## src/rtl/simon_pkg.sv

```systemverilog
// Shared defaults, types and helpers for the SIMON 128/256 output serializer.
package simon_pkg;

  localparam int SIMON_N   = 64;
  localparam int SIMON_W   = 32;
  localparam int SIMON_D   = 2;
  localparam int SIMON_WPB = (2 * SIMON_N) / SIMON_W;

  typedef logic [1:0][SIMON_N-1:0] simon_block_t;

  typedef enum logic {
    IDLE = 1'b0,
    SEND = 1'b1
  } ser_state_e;

  // Pointer/index width that stays legal when only one slot exists.
  function automatic int clog2_min1(input int value);
    return (value > 1) ? $clog2(value) : 1;
  endfunction

endpackage

```

## src/rtl/simon_block_fifo.sv

```systemverilog
// Circular D-entry buffer of cipher blocks; the head entry stays in place until popped.
module simon_block_fifo
  import simon_pkg::*;
#(
  parameter int BW = 2 * SIMON_N,
  parameter int D  = SIMON_D
) (
  input  logic          clk,
  input  logic          nR,
  input  logic          push,
  input  logic [BW-1:0] push_data,
  input  logic          pop,
  output logic [BW-1:0] head_data,
  output logic          empty,
  output logic          full
);

  localparam int PTR_W = clog2_min1(D);
  localparam int CNT_W = $clog2(D + 1);

  logic [BW-1:0]    mem [D];
  logic [PTR_W-1:0] head;
  logic [PTR_W-1:0] tail;
  logic [CNT_W-1:0] count;
  logic             push_ok;
  logic             pop_ok;

  function automatic logic [PTR_W-1:0] ptr_inc(input logic [PTR_W-1:0] ptr);
    return (ptr == PTR_W'(D - 1)) ? '0 : ptr + 1'b1;
  endfunction

  assign push_ok = push & ~full;
  assign pop_ok  = pop & ~empty;

  always_ff @(posedge clk) begin
    if (push_ok) begin
      mem[tail] <= push_data;
    end
  end

  // A simultaneous push and pop moves both pointers and leaves the count alone.
  always_ff @(posedge clk or negedge nR) begin
    if (!nR) begin
      head  <= '0;
      tail  <= '0;
      count <= '0;
    end else begin
      if (push_ok) begin
        tail <= ptr_inc(tail);
      end
      if (pop_ok) begin
        head <= ptr_inc(head);
      end
      case ({push_ok, pop_ok})
        2'b10:   count <= count + 1'b1;
        2'b01:   count <= count - 1'b1;
        default: count <= count;
      endcase
    end
  end

  assign head_data = mem[head];
  assign empty     = (count == '0);
  assign full      = (count == CNT_W'(D));

endmodule

```

## src/rtl/simon_block_serializer.sv

```systemverilog
// Captures SIMON result blocks into a small buffer and streams them as W-bit words, MSW first.
// Define SIMON_SER_PARITY_EN to add the registered even-parity output wordPar.
module simon_block_serializer
  import simon_pkg::*;
#(
  parameter int N = SIMON_N,
  parameter int W = SIMON_W,
  parameter int D = SIMON_D
) (
  input  logic              clk,
  input  logic              nR,
  input  logic              doneData,
  input  logic [1:0][N-1:0] outData,
  output logic              readData,
  output logic [W-1:0]      wordOut,
  output logic              wordValid,
  input  logic              wordReady,
  output logic              wordLast,
`ifdef SIMON_SER_PARITY_EN
  output logic              wordPar,
`endif
  output logic              empty,
  output logic              full
);

  localparam int BW    = 2 * N;
  localparam int WPB   = BW / W;
  localparam int IDX_W = clog2_min1(WPB);

  ser_state_e       state;
  ser_state_e       next_state;
  logic             capture;
  logic             load;
  logic             advance;
  logic             pop;
  logic             last_word;
  logic [BW-1:0]    head_block;
  logic [BW-1:0]    shift_q;
  logic [BW-1:0]    shift_next;
  logic [IDX_W-1:0] idx_q;

  // The readData cycle masks doneData so a block is never taken twice.
  assign capture = doneData & ~readData & ~full;

  always_ff @(posedge clk or negedge nR) begin
    if (!nR) begin
      readData <= 1'b0;
    end else begin
      readData <= capture;
    end
  end

  simon_block_fifo #(
    .BW(BW),
    .D (D)
  ) u_fifo (
    .clk      (clk),
    .nR       (nR),
    .push     (capture),
    .push_data(outData),
    .pop      (pop),
    .head_data(head_block),
    .empty    (empty),
    .full     (full)
  );

  assign last_word = (idx_q == IDX_W'(WPB - 1));

  always_ff @(posedge clk or negedge nR) begin
    if (!nR) begin
      state <= IDLE;
    end else begin
      state <= next_state;
    end
  end

  always_comb begin
    next_state = state;
    case (state)
      IDLE:    if (!empty) next_state = SEND;
      SEND:    if (wordReady && last_word) next_state = IDLE;
      default: next_state = IDLE;
    endcase
  end

  always_comb begin
    wordValid = 1'b0;
    wordLast  = 1'b0;
    load      = 1'b0;
    advance   = 1'b0;
    pop       = 1'b0;
    case (state)
      IDLE: load = ~empty;
      SEND: begin
        wordValid = 1'b1;
        wordLast  = last_word;
        if (wordReady) begin
          pop     = last_word;
          advance = ~last_word;
        end
      end
      default: ;
    endcase
  end

  // The head block is copied out on load; the buffer slot is freed only after its last word.
  assign shift_next = shift_q << W;

  always_ff @(posedge clk or negedge nR) begin
    if (!nR) begin
      shift_q <= '0;
      idx_q   <= '0;
    end else if (load) begin
      shift_q <= head_block;
      idx_q   <= '0;
    end else if (advance) begin
      shift_q <= shift_next;
      idx_q   <= idx_q + 1'b1;
    end
  end

  assign wordOut = shift_q[BW-1 -: W];

`ifdef SIMON_SER_PARITY_EN
  always_ff @(posedge clk or negedge nR) begin
    if (!nR) begin
      wordPar <= 1'b0;
    end else if (load) begin
      wordPar <= ^head_block[BW-1 -: W];
    end else if (advance) begin
      wordPar <= ^shift_next[BW-1 -: W];
    end
  end
`endif

endmodule

```

## config.mk

```make
export PLATFORM = sky130hd
export DESIGN_NAME = simon_block_serializer
export DESIGN_NICKNAME = d
export VERILOG_FILES = /design/src/rtl/simon_pkg.sv /design/src/rtl/simon_block_fifo.sv /design/src/rtl/simon_block_serializer.sv
export SDC_FILE = /design/constraint.sdc
export NUM_CORES = 1
export LEC_CHECK = 0
export CAP_MARGIN = 5
export CORE_MARGIN = 5
export CORE_UTILIZATION = 50
export CTS_CLUSTER_SIZE = 40
export DETAILED_ROUTE_END_ITERATION = 8
export PLACE_DENSITY_LB_ADDON = 0.15
export SETUP_SLACK_MARGIN = 0.15
export SLEW_MARGIN = 20
export SYNTH_ARGS = -nofsm -noshare
export SYNTH_HDL_FRONTEND = slang
export SYNTH_SLANG_ARGS = --single-unit
```

## constraint.sdc

```tcl
create_clock -name clk -period 8.8 [get_ports clk]
set_clock_uncertainty 0.15 [all_clocks]
set_input_delay 1.32 -clock clk [delete_from_list [all_inputs] [get_ports clk]]
set_output_delay 1.32 -clock clk [all_outputs]
set_load 0.05 [all_outputs]
```

==> metrics, run 1 <==
RSZ-0062 raised after global routing no; Root Driver clkbuf_16; Reg2Reg Setup Slack 5.35 ns; initial antenna violation count 0; Overflow after GRT 0; Seq/Total Area, Yosys 75.6%; P per Cell Area 337 nW/um2; Tot GR Track Use between 15 and 20%; Post-Route WL 28300 um; Initial DRC Count 540; worst path bufs/invs 3; Post-CTS Setup Bufs 0; Max Cap Viol 0; most common cell after layout, fill and taps aside edfxtp_1; Setup WS pre-CTS 4.16 ns; setup ws final 4.74 ns; I/O pins 169; vias in the first global route 8141; total power 5.97 mW; layout cell share with drive strength beyond 1 7.05%; worst-skew pair later-pin latency roughly 0.52 ns; average wire per cell in the routed design about 20 um; startpoint types input pin; Leak Pwr just under 7 nW; CP Launch Point doneData; CP endpoint kind flip-flop; first-pass GRT wire length 44900 um; Die Wd 181 um; TNS Setup 0 ns; dominant cell type by area after synthesis edfxtp_1; Final Hold Fails 0; area grow syn2layout 20.6%; fin crit share between 40% and 50%; std cell rows 62; reg2reg start u_fifo.count[1]$_DFFE_PN0P_; Syn Inst Count 854; PostCTS Resize Cnt 0; Slew Limit Fails 0; outcome completed; commonest non-fill, non-tap cells in the layout 256 x edfxtp_1, 167 x clkdlybuf4s50_1, 135 x dfrtp_1; synthesis-stage register bit count 392; worst vdd ir 0.000190 V; Max clock buf depth 3; Slowest cell on crit path buf_4; core area 28900 um2; CTS tree done; die area 32900 um2; HP Class reg2reg; residual DRC count 0; Slew HR 24.7%; Reg clk slew, reported paths 0.06 ns; CTS buffer count 41; crit path capture u_fifo.mem[1][105]$_DFFE_PP_; Critical Path, Cell by Cell clkdlybuf4s50_1 > or3b_1 > inv_1 > and2_4 > buf_4; Cell Area, Synth 14700 um2; Vias 7781; diode count 0; CTS sink count 392; Crit path depth 5; Slowest Stage Delay on Critical Path between 0.8 and 0.9 ns; Nets 1122; DP Cell Count 1329; CTS H-tree lvls 2; Worst-Margin Slew 1.13 ns; via/cell ratio 5.54; Synth cell types 25; die height approximately 180 um; Arr. time, crit path about 4 ns; CP Class in2reg; ranking of synthesized cells by area edfxtp_1 52%, dfrtp_1 23%, mux2i_1 8.7%; Final ANT Viol Nets 0; Peak Freq 247 MHz; reg-to-reg endpoint u_fifo.mem[1][105]$_DFFE_PP_; Final HPWL DP 16100 um; CP max FO 65; Starting Density 50.8%; quantity of I/O buffers inserted on ports 168; Pre-antenna DRT Iters 7; Data required, critical path about 8.8 ns; largest net degree at the start of global routing 100; Final Setup Violations 0; Avg Synthesized Cell Area around 17 um2; crit-path leading delay family buffers and inverters; reg2reg path depth 5; hold_ws 0.339 ns; Synth warnings 0; fin cells 1405; post-synth net total about 990; Tmin final roughly 4 ns; routability cong. 0.744; hold buffers post-CTS 0; area share of the largest cell type after synthesis 52.4%
[cells in the mapped netlist]
| library cell | count |
|---|---|
| edfxtp_1 | 256 |
| dfrtp_1 | 136 |
| mux2i_1 | 128 |
| nor2_1 | 100 |
| a221o_1 | 96 |
| buf_2 | 37 |
| buf_4 | 33 |
| o2bb2ai_1 | 32 |
| clkbuf_1 | 11 |
| buf_1 | 3 |
| buf_6 | 3 |
| xnor2_1 | 3 |
| and2_1 | 2 |
| ha_1 | 2 |
| xor2_1 | 2 |
| a22o_1 | 1 |
| and3b_1 | 1 |
| inv_1 | 1 |
| mux2_2 | 1 |
| nand3_1 | 1 |
| nor2b_1 | 1 |
| nor2b_4 | 1 |
| o21bai_1 | 1 |
| o31a_1 | 1 |
| or3b_1 | 1 |
[flip-flops by register name, indices dropped and copies added, names as in the netlist]
register,count
u_fifo.mem,256
shift_q,128
idx_q,2
u_fifo.count,2
readData,1
state,1
u_fifo.head,1
u_fifo.tail,1
[layout make-up]
type / instances / area (um2)
inverter: 1 / 3.75
tap: 384 / 480
fill: 2132 / 11200
clock buffer: 65 / 1200
timing repair buffer: 178 / 1760
multi-input combinational: 374 / 3080
sequential: 392 / 11100
clock inverter: 11 / 78.8
[through the flow]
stage          area (um2)  util [%]
2_1_floorplan       14700         -
3_5_place_dp        16400      56.9
4_1_cts             17700      61.3
3_3_place_gp        16400      56.9
5_1_grt             17700      61.3
6_report            17700      61.3
[worst min path at each step]
stage,from,end,slack (ns),cells past startpoint
6_report,shift_q[8]$_DFFE_PN0P_,shift_q[8]$_DFFE_PN0P_,0.34,1
5_1_grt,shift_q[16]$_DFFE_PN0P_,shift_q[16]$_DFFE_PN0P_,0.35,1
4_1_cts,shift_q[8]$_DFFE_PN0P_,shift_q[8]$_DFFE_PN0P_,0.34,1
3_5_place_dp,shift_q[8]$_DFFE_PN0P_,shift_q[8]$_DFFE_PN0P_,0.33,1
3_3_place_gp,shift_q[22]$_DFFE_PN0P_,shift_q[22]$_DFFE_PN0P_,0.32,1
2_1_floorplan,shift_q[0]$_DFFE_PN0P_,shift_q[0]$_DFFE_PN0P_,0.31,1
[per-layer routing]
layer | part of all wire (%) | track usage (%) | vias up
met2 | 48 | 27.6 | 187
met1 | 45 | 23.7 | 3984
met5 | 0 | 0 | -
li1 | - | - | 3572
met4 | 1.9 | 4.41 | 0
met3 | 4.7 | 3.24 | 38
[logic make-up after synthesis]
logic type,synth area share (%)
flip-flops,75.6
AO/OA/AOI/OAI,8.63
multiplexers,8.81
AND/OR/NAND/NOR,2.93
buffers and inverters,3.56
XOR/XNOR,0.299
adder cells (fa/ha/maj),0.171
[power breakdown]
part           total, mW  switching (mW)  leakage (nW)  internal [mW]
registers           2.72           0.220          4.15           2.50
logic               1.64           0.978          2.03          0.660
clock network       1.62           0.652         0.624          0.964
Note: power is estimated with default switching activity, not from simulation.
==> run 2: changes to the inputs <==
==> constraint.sdc (replaced) <==
create_clock -name clk -period 4.03 [get_ports clk]
set_clock_uncertainty 0.15 [all_clocks]
set_input_delay 0.6045 -clock clk [delete_from_list [all_inputs] [get_ports clk]]
set_output_delay 0.6045 -clock clk [all_outputs]
set_load 0.05 [all_outputs]
==> metrics, run 2 (synthesis results as in run 1) <==
outcome completed; CP endpoint kind output pin; post-layout util 61.9% (+0.56 points); Final HPWL DP 16600 um (+2.9%); worst-skew pair later-pin latency 0.51 ns (about the same); hold buffers post-CTS 1 (+1); Clk pwr share 26.9% (-0.2 points); startpoint types flip-flop; Final Setup Violations 0 (unchanged); GRT Max-Usage Layer met2; layout cell share with drive strength beyond 1 7.93% (+0.87 points); CTS H-tree lvls 2 (unchanged); Comb power frac 27.4% (about the same); Post-CTS Setup Bufs 0 (unchanged); CP Launch Point idx_q[0]$_DFFE_PN0P_; core area 28900 um2 (unchanged); routability cong. 0.725 (-2.6%); via/cell ratio 5.52 (-0.39%); Tot GR Track Use 17.2% (+0.27 points); residual DRC count 0 (unchanged); CTS sink count 392 (unchanged); die height 181 um (unchanged); HP Class reg2reg; met2 Resource Use GR 28.6% (+0.93 points); Data required, critical path 3.28 ns (-5.50 ns); Leak Pwr 6.88 nW (+1.1%); Nets 1126 (+0.36%); Slew HR 46.8% (+22 points); Final Hold Fails 0 (unchanged); I/O pins 169 (unchanged); reg2reg start u_fifo.count[1]$_DFFE_PN0P_; P per Cell Area 737 nW/um2 (+120%); RSZ-0062 raised after global routing no; initial antenna violation count 0 (unchanged); Die Wd 181 um (unchanged); most common cell after layout, fill and taps aside edfxtp_1; number of flip-flops in the largest register 256 (unchanged); NetSw 4.09 mW (+120%); met1 GRT Util 23.9% (+0.19 points); P_int 9.08 mW (+120%); largest net degree at the start of global routing 129 (+29%); switch share 31.1% (+0.10 points); die area 32900 um2 (unchanged); fin crit share 68.3%; Peak Freq 363 MHz; CTS buffer count 40 (-2.4%); design area 17900 um2 (+0.92%); Initial DRC Count 434 (-20%); diode count 0 (unchanged); Reg clk slew, reported paths 0.06 ns (about the same); reg2reg path depth 5 (unchanged); biggest registers after layout u_fifo.mem: 256 flops, shift_q: 128 flops; first-pass GRT wire length 45100 um (+0.31%); Max clock buf depth 3 (unchanged); crit path capture wordLast; fin cells 1406 (+0.071%); PostCTS Resize Cnt 0 (unchanged); Tmin final ~2.8 ns; Post-DP Area 16600 um2 (+1.0%); total power 13.2 mW (+120%); std cell rows 62 (unchanged); Vias 7756 (-0.32%); Root Driver clkbuf_16; CP Class reg2out; quantity of I/O buffers inserted on ports 168 (unchanged); TNS Setup 0 ns (unchanged); vias in the first global route 7967 (-2.1%); Post-Route WL 28700 um (+1.4%); met3 Track Usage GR 3.44% (+0.20 points); Top reg by flops u_fifo.mem; Sequential Power Share 45.6% (about the same); Final ANT Viol Nets 0 (unchanged); area grow syn2layout 21.8%; Overflow after GRT 0 (unchanged); Pre-antenna DRT Iters 5 (-2); average wire per cell in the routed design 20.4 um (+1.3%); Worst-Margin Slew 0.798 ns (-0.331 ns); Max Cap Viol 0 (unchanged); CTS tree done; Starting Density 50.8% (unchanged); Arr. time, crit path 2.00 ns (-2.04 ns); Reg2Reg Setup Slack 1.47 ns (-3.88 ns); reg-to-reg endpoint u_fifo.mem[1][98]$_DFFE_PP_; DP Cell Count 1333 (+0.30%); commonest non-fill, non-tap cells in the layout 256 x edfxtp_1, 167 x clkdlybuf4s50_1, 135 x dfrtp_1; Slew Limit Fails 0 (unchanged); filler instances 2145 (+0.61%); worst vdd ir 0.000508 V (+170%); CP max FO 3 (-95%)
## run 2: cell types whose count changed in the layout (fill, tap and decap cells not counted), moves of 2 or more
cell / change
bufinv_16: +2
buf_12: +11
clkinv_1: +2
clkbuf_16: -2
buf_4: -6
clkbuf_1: -11
clkinv_2: +7
## run 2: area by class of cell
type | instances | area [um2] | area share [%]
Inverter | 1 | 3.75 | 0.0210
Tap cell | 384 | 480 | 2.69
Multi-Input combinational cell | 374 | 3080 | 17.3
Clock inverter | 21 | 173 | 0.967
Clock buffer | 51 | 1090 | 6.12
Timing Repair Buffer | 183 | 1940 | 10.8
Sequential cell | 392 | 11100 | 62.1
## run 2: metal layers
metal	vias to the layer above	wire length, um
met5	-	0
met4	0	390
li1	3586	-
met1	3919	12500
met3	36	1520
met2	215	14300
## run 2: how the worst min path moves through the flow
stage,startpoint,slack [ns],depth (start not counted),end
3_5_place_dp,shift_q[13]$_DFFE_PN0P_,0.32,1,shift_q[13]$_DFFE_PN0P_
3_3_place_gp,shift_q[6]$_DFFE_PN0P_,0.32,1,shift_q[6]$_DFFE_PN0P_
2_1_floorplan,nR,0.16,0,idx_q[0]$_DFFE_PN0P_
5_1_grt,shift_q[12]$_DFFE_PN0P_,0.35,1,shift_q[12]$_DFFE_PN0P_
4_1_cts,shift_q[27]$_DFFE_PN0P_,0.34,1,shift_q[27]$_DFFE_PN0P_
6_report,shift_q[27]$_DFFE_PN0P_,0.34,1,shift_q[27]$_DFFE_PN0P_
## run 2: power by group through the flow
stage          sequential [mW]  clock, mW  combinational (mW)
2_1_floorplan             5.86          0                2.87
3_3_place_gp              6.05          0                3.61
3_5_place_dp              6.07          0                3.68
4_1_cts                   6.01       3.63                3.69
5_1_grt                   6.11       3.82                3.90
6_report                  6.01       3.55                3.61
## run 2: per-stage QoR
| stage | worst slack, ns | hold WS (ns) |
|---|---|---|
| 2_1_floorplan | 0.278 | 0.159 |
| 3_3_place_gp | 0.981 | 0.320 |
| 3_5_place_dp | 0.987 | 0.324 |
| 4_1_cts | 1.25 | 0.341 |
| 5_1_grt | 1.19 | 0.352 |
| 6_report | 1.28 | 0.337 |
## run 2: critical path: stages, from the launching register on
cell and delay (ns):
dfrtp_1 0.36, ha_1 0.20, and2_1 0.13, clkdlybuf4s50_1 0.79
==> run 3: changes to the inputs <==
==> constraint.sdc (replaced) <==
create_clock -name clk -period 2.8 [get_ports clk]
set_clock_uncertainty 0.15 [all_clocks]
set_input_delay 0.42 -clock clk [delete_from_list [all_inputs] [get_ports clk]]
set_output_delay 0.42 -clock clk [all_outputs]
set_load 0.05 [all_outputs]
==> metrics, run 3 (synthesis results as in run 1) <==
Slew Limit Fails 0 (unchanged); Slowest cell on crit path clkdlybuf4s50_1; vias in the first global route 8283 (+4.0%); core area 28900 um2 (unchanged); setup ws final 0.230 ns (-1.05 ns); initial antenna violation count 1 (+1); Max clock buf depth 3 (unchanged); DP Cell Count 1340 (+0.53%); Reg clk slew, reported paths 0.06 ns (about the same); Critical Path, Cell by Cell nor2b_4 > clkdlybuf4s50_1; Worst-Margin Slew 0.654 ns (-0.144 ns); Post-CTS Setup Bufs 0 (unchanged); via/cell ratio 5.47 (-0.92%); CTS tree done; Max Cap Viol 0 (unchanged); total power 19.1 mW (+45%); hold_ws 0.298 ns (-0.0391 ns); Peak Freq around 390 MHz; CP Class reg2out; most common cell after layout, fill and taps aside edfxtp_1; CP max FO 5 (+2); routability cong. 0.724 (about the same); Reg2Reg Setup Slack 0.55 ns (-0.92 ns); Slew HR 56.4% (+9.6 points); Initial DRC Count 440 (+1.4%); biggest registers after layout u_fifo.mem: 256 flops, shift_q: 128 flops; Nets 1133 (+0.62%); post-layout util 62.4% (+0.54 points); reg-to-reg endpoint u_fifo.mem[1][53]$_DFFE_PP_; Leak Pwr 6.98 nW (+1.4%); startpoint types flip-flop; outcome completed; number of flip-flops in the largest register 256 (unchanged); die area 32900 um2 (unchanged); Pre-antenna DRT Iters 4 (-1); Root Driver clkbuf_16; reg2reg start u_fifo.count[1]$_DFFE_PN0P_; CTS sink count 392 (unchanged); layout cell share with drive strength beyond 1 8.94% (+1.0 points); fin cells 1414 (+0.57%); fin crit share 91.8%; reg2reg path depth 5 (unchanged); Post-Route WL 28700 um (about the same); Data required, critical path 2.23 ns (-1.05 ns); P per Cell Area 1060 nW/um2 (+44%); CP Launch Point u_fifo.count[1]$_DFFE_PN0P_; average wire per cell in the routed design 20.3 um (-0.50%); die height 181 um (unchanged); filler instances 2149 (+0.19%); CTS H-tree lvls 2 (unchanged); Die Wd 181 um (unchanged); commonest non-fill, non-tap cells in the layout 256 x edfxtp_1, 165 x clkdlybuf4s50_1, 134 x dfrtp_1; Setup WS pre-CTS 0.264 ns (-0.723 ns); largest net degree at the start of global routing 77 (-40%); Tot GR Track Use 17.4% (+0.23 points); worst-skew pair later-pin latency 0.51 ns (about the same); CP endpoint kind output pin; I/O pins 169 (unchanged); Arr. time, crit path 2.00 ns (about the same); Starting Density 50.8% (unchanged); Final Setup Violations 0 (unchanged); Slowest Stage Delay on Critical Path 0.82 ns (+0.03 ns); Vias 7728 (-0.36%); std cell rows 62 (unchanged); first-pass GRT wire length 45900 um (+1.9%); Final ANT Viol Nets 0 (unchanged); Tmin final 2.57 ns; quantity of I/O buffers inserted on ports 168 (unchanged); Top reg by flops u_fifo.mem; worst vdd ir 0.000716 V (+41%); residual DRC count 0 (unchanged); Overflow after GRT 0 (unchanged); Final Hold Fails 0 (unchanged); HP Class in2async; area grow syn2layout 22.8%; RSZ-0062 raised after global routing no; Final HPWL DP 17000 um (+2.6%); CTS buffer count 40 (unchanged)
==> run 3: cell types whose count changed in the layout (fill, tap and decap cells not counted), moves of 2 or more <==
cell	change
clkbuf_8	+5
buf_4	+4
clkinv_2	-4
buf_12	+3
clkdlybuf4s50_1	-2
dlymetal6s2s_1	+2
==> run 3: worst max-delay path: cells and delay by family (launching register included) <==
kind | cells | cell delay, ns
flops | 1 | 0.47
simple gates | 1 | 0.20
buf+inv | 1 | 0.82
==> run 3: worst max path at each step <==
| stage | slack (ns) | to |
|---|---|---|
| 2_1_floorplan | -0.78 | u_fifo.mem[0][0]$_DFFE_PP_ |
| 3_5_place_dp | 0.26 | u_fifo.mem[1][51]$_DFFE_PP_ |
| 6_report | 0.23 | full |
| 5_1_grt | 0.17 | full |
| 4_1_cts | 0.19 | wordLast |
| 3_3_place_gp | 0.27 | u_fifo.mem[1][20]$_DFFE_PP_ |
==> run 3: area by class of cell <==
class,instances,area (um2),area share (%)
Timing Repair Buffer,190,2030,11.3
Antenna cell,1,2.50,0.0139
Clock inverter,17,156,0.868
Multi-Input combinational cell,374,3090,17.2
Clock buffer,55,1160,6.43
Tap cell,384,480,2.67
Sequential cell,392,11100,61.6
Inverter,1,3.75,0.0208
==> run 3: report_power, final <==
| part | total, mW | switching, mW | internal, mW |
|---|---|---|---|
| combinational | 5.43 | 3.15 | 2.27 |
| clock | 5.20 | 2.04 | 3.16 |
| sequential | 8.51 | 0.675 | 7.83 |
==> run 3: metrics by stage <==
stage / area [um2] / TNS [ns]
2_1_floorplan: 14700 / -99.78
3_3_place_gp: 16700 / 0
3_5_place_dp: 16700 / 0
4_1_cts: 18000 / 0
5_1_grt: 18000 / 0
6_report: 18000 / 0
==> run 3: timing repair <==
item,CTS,global route
hold buffers,1,0
endpoints found under the hold margin,57,0
gates resized for setup,0,2
endpoints found under the setup margin,0,2
==> run 3: layer usage <==
| metal | GRT usage, % | up-vias | share of wire [%] | wire [um] |
|---|---|---|---|---|
| met5 | 0 | - | 0 | 0 |
| met4 | 4.47 | 0 | 1.7 | 487 |
| met3 | 3.20 | 33 | 4.2 | 1210 |
| met2 | 29.0 | 170 | 50 | 14300 |
| met1 | 24.0 | 3933 | 44 | 12700 |
| li1 | - | 3592 | - | - |
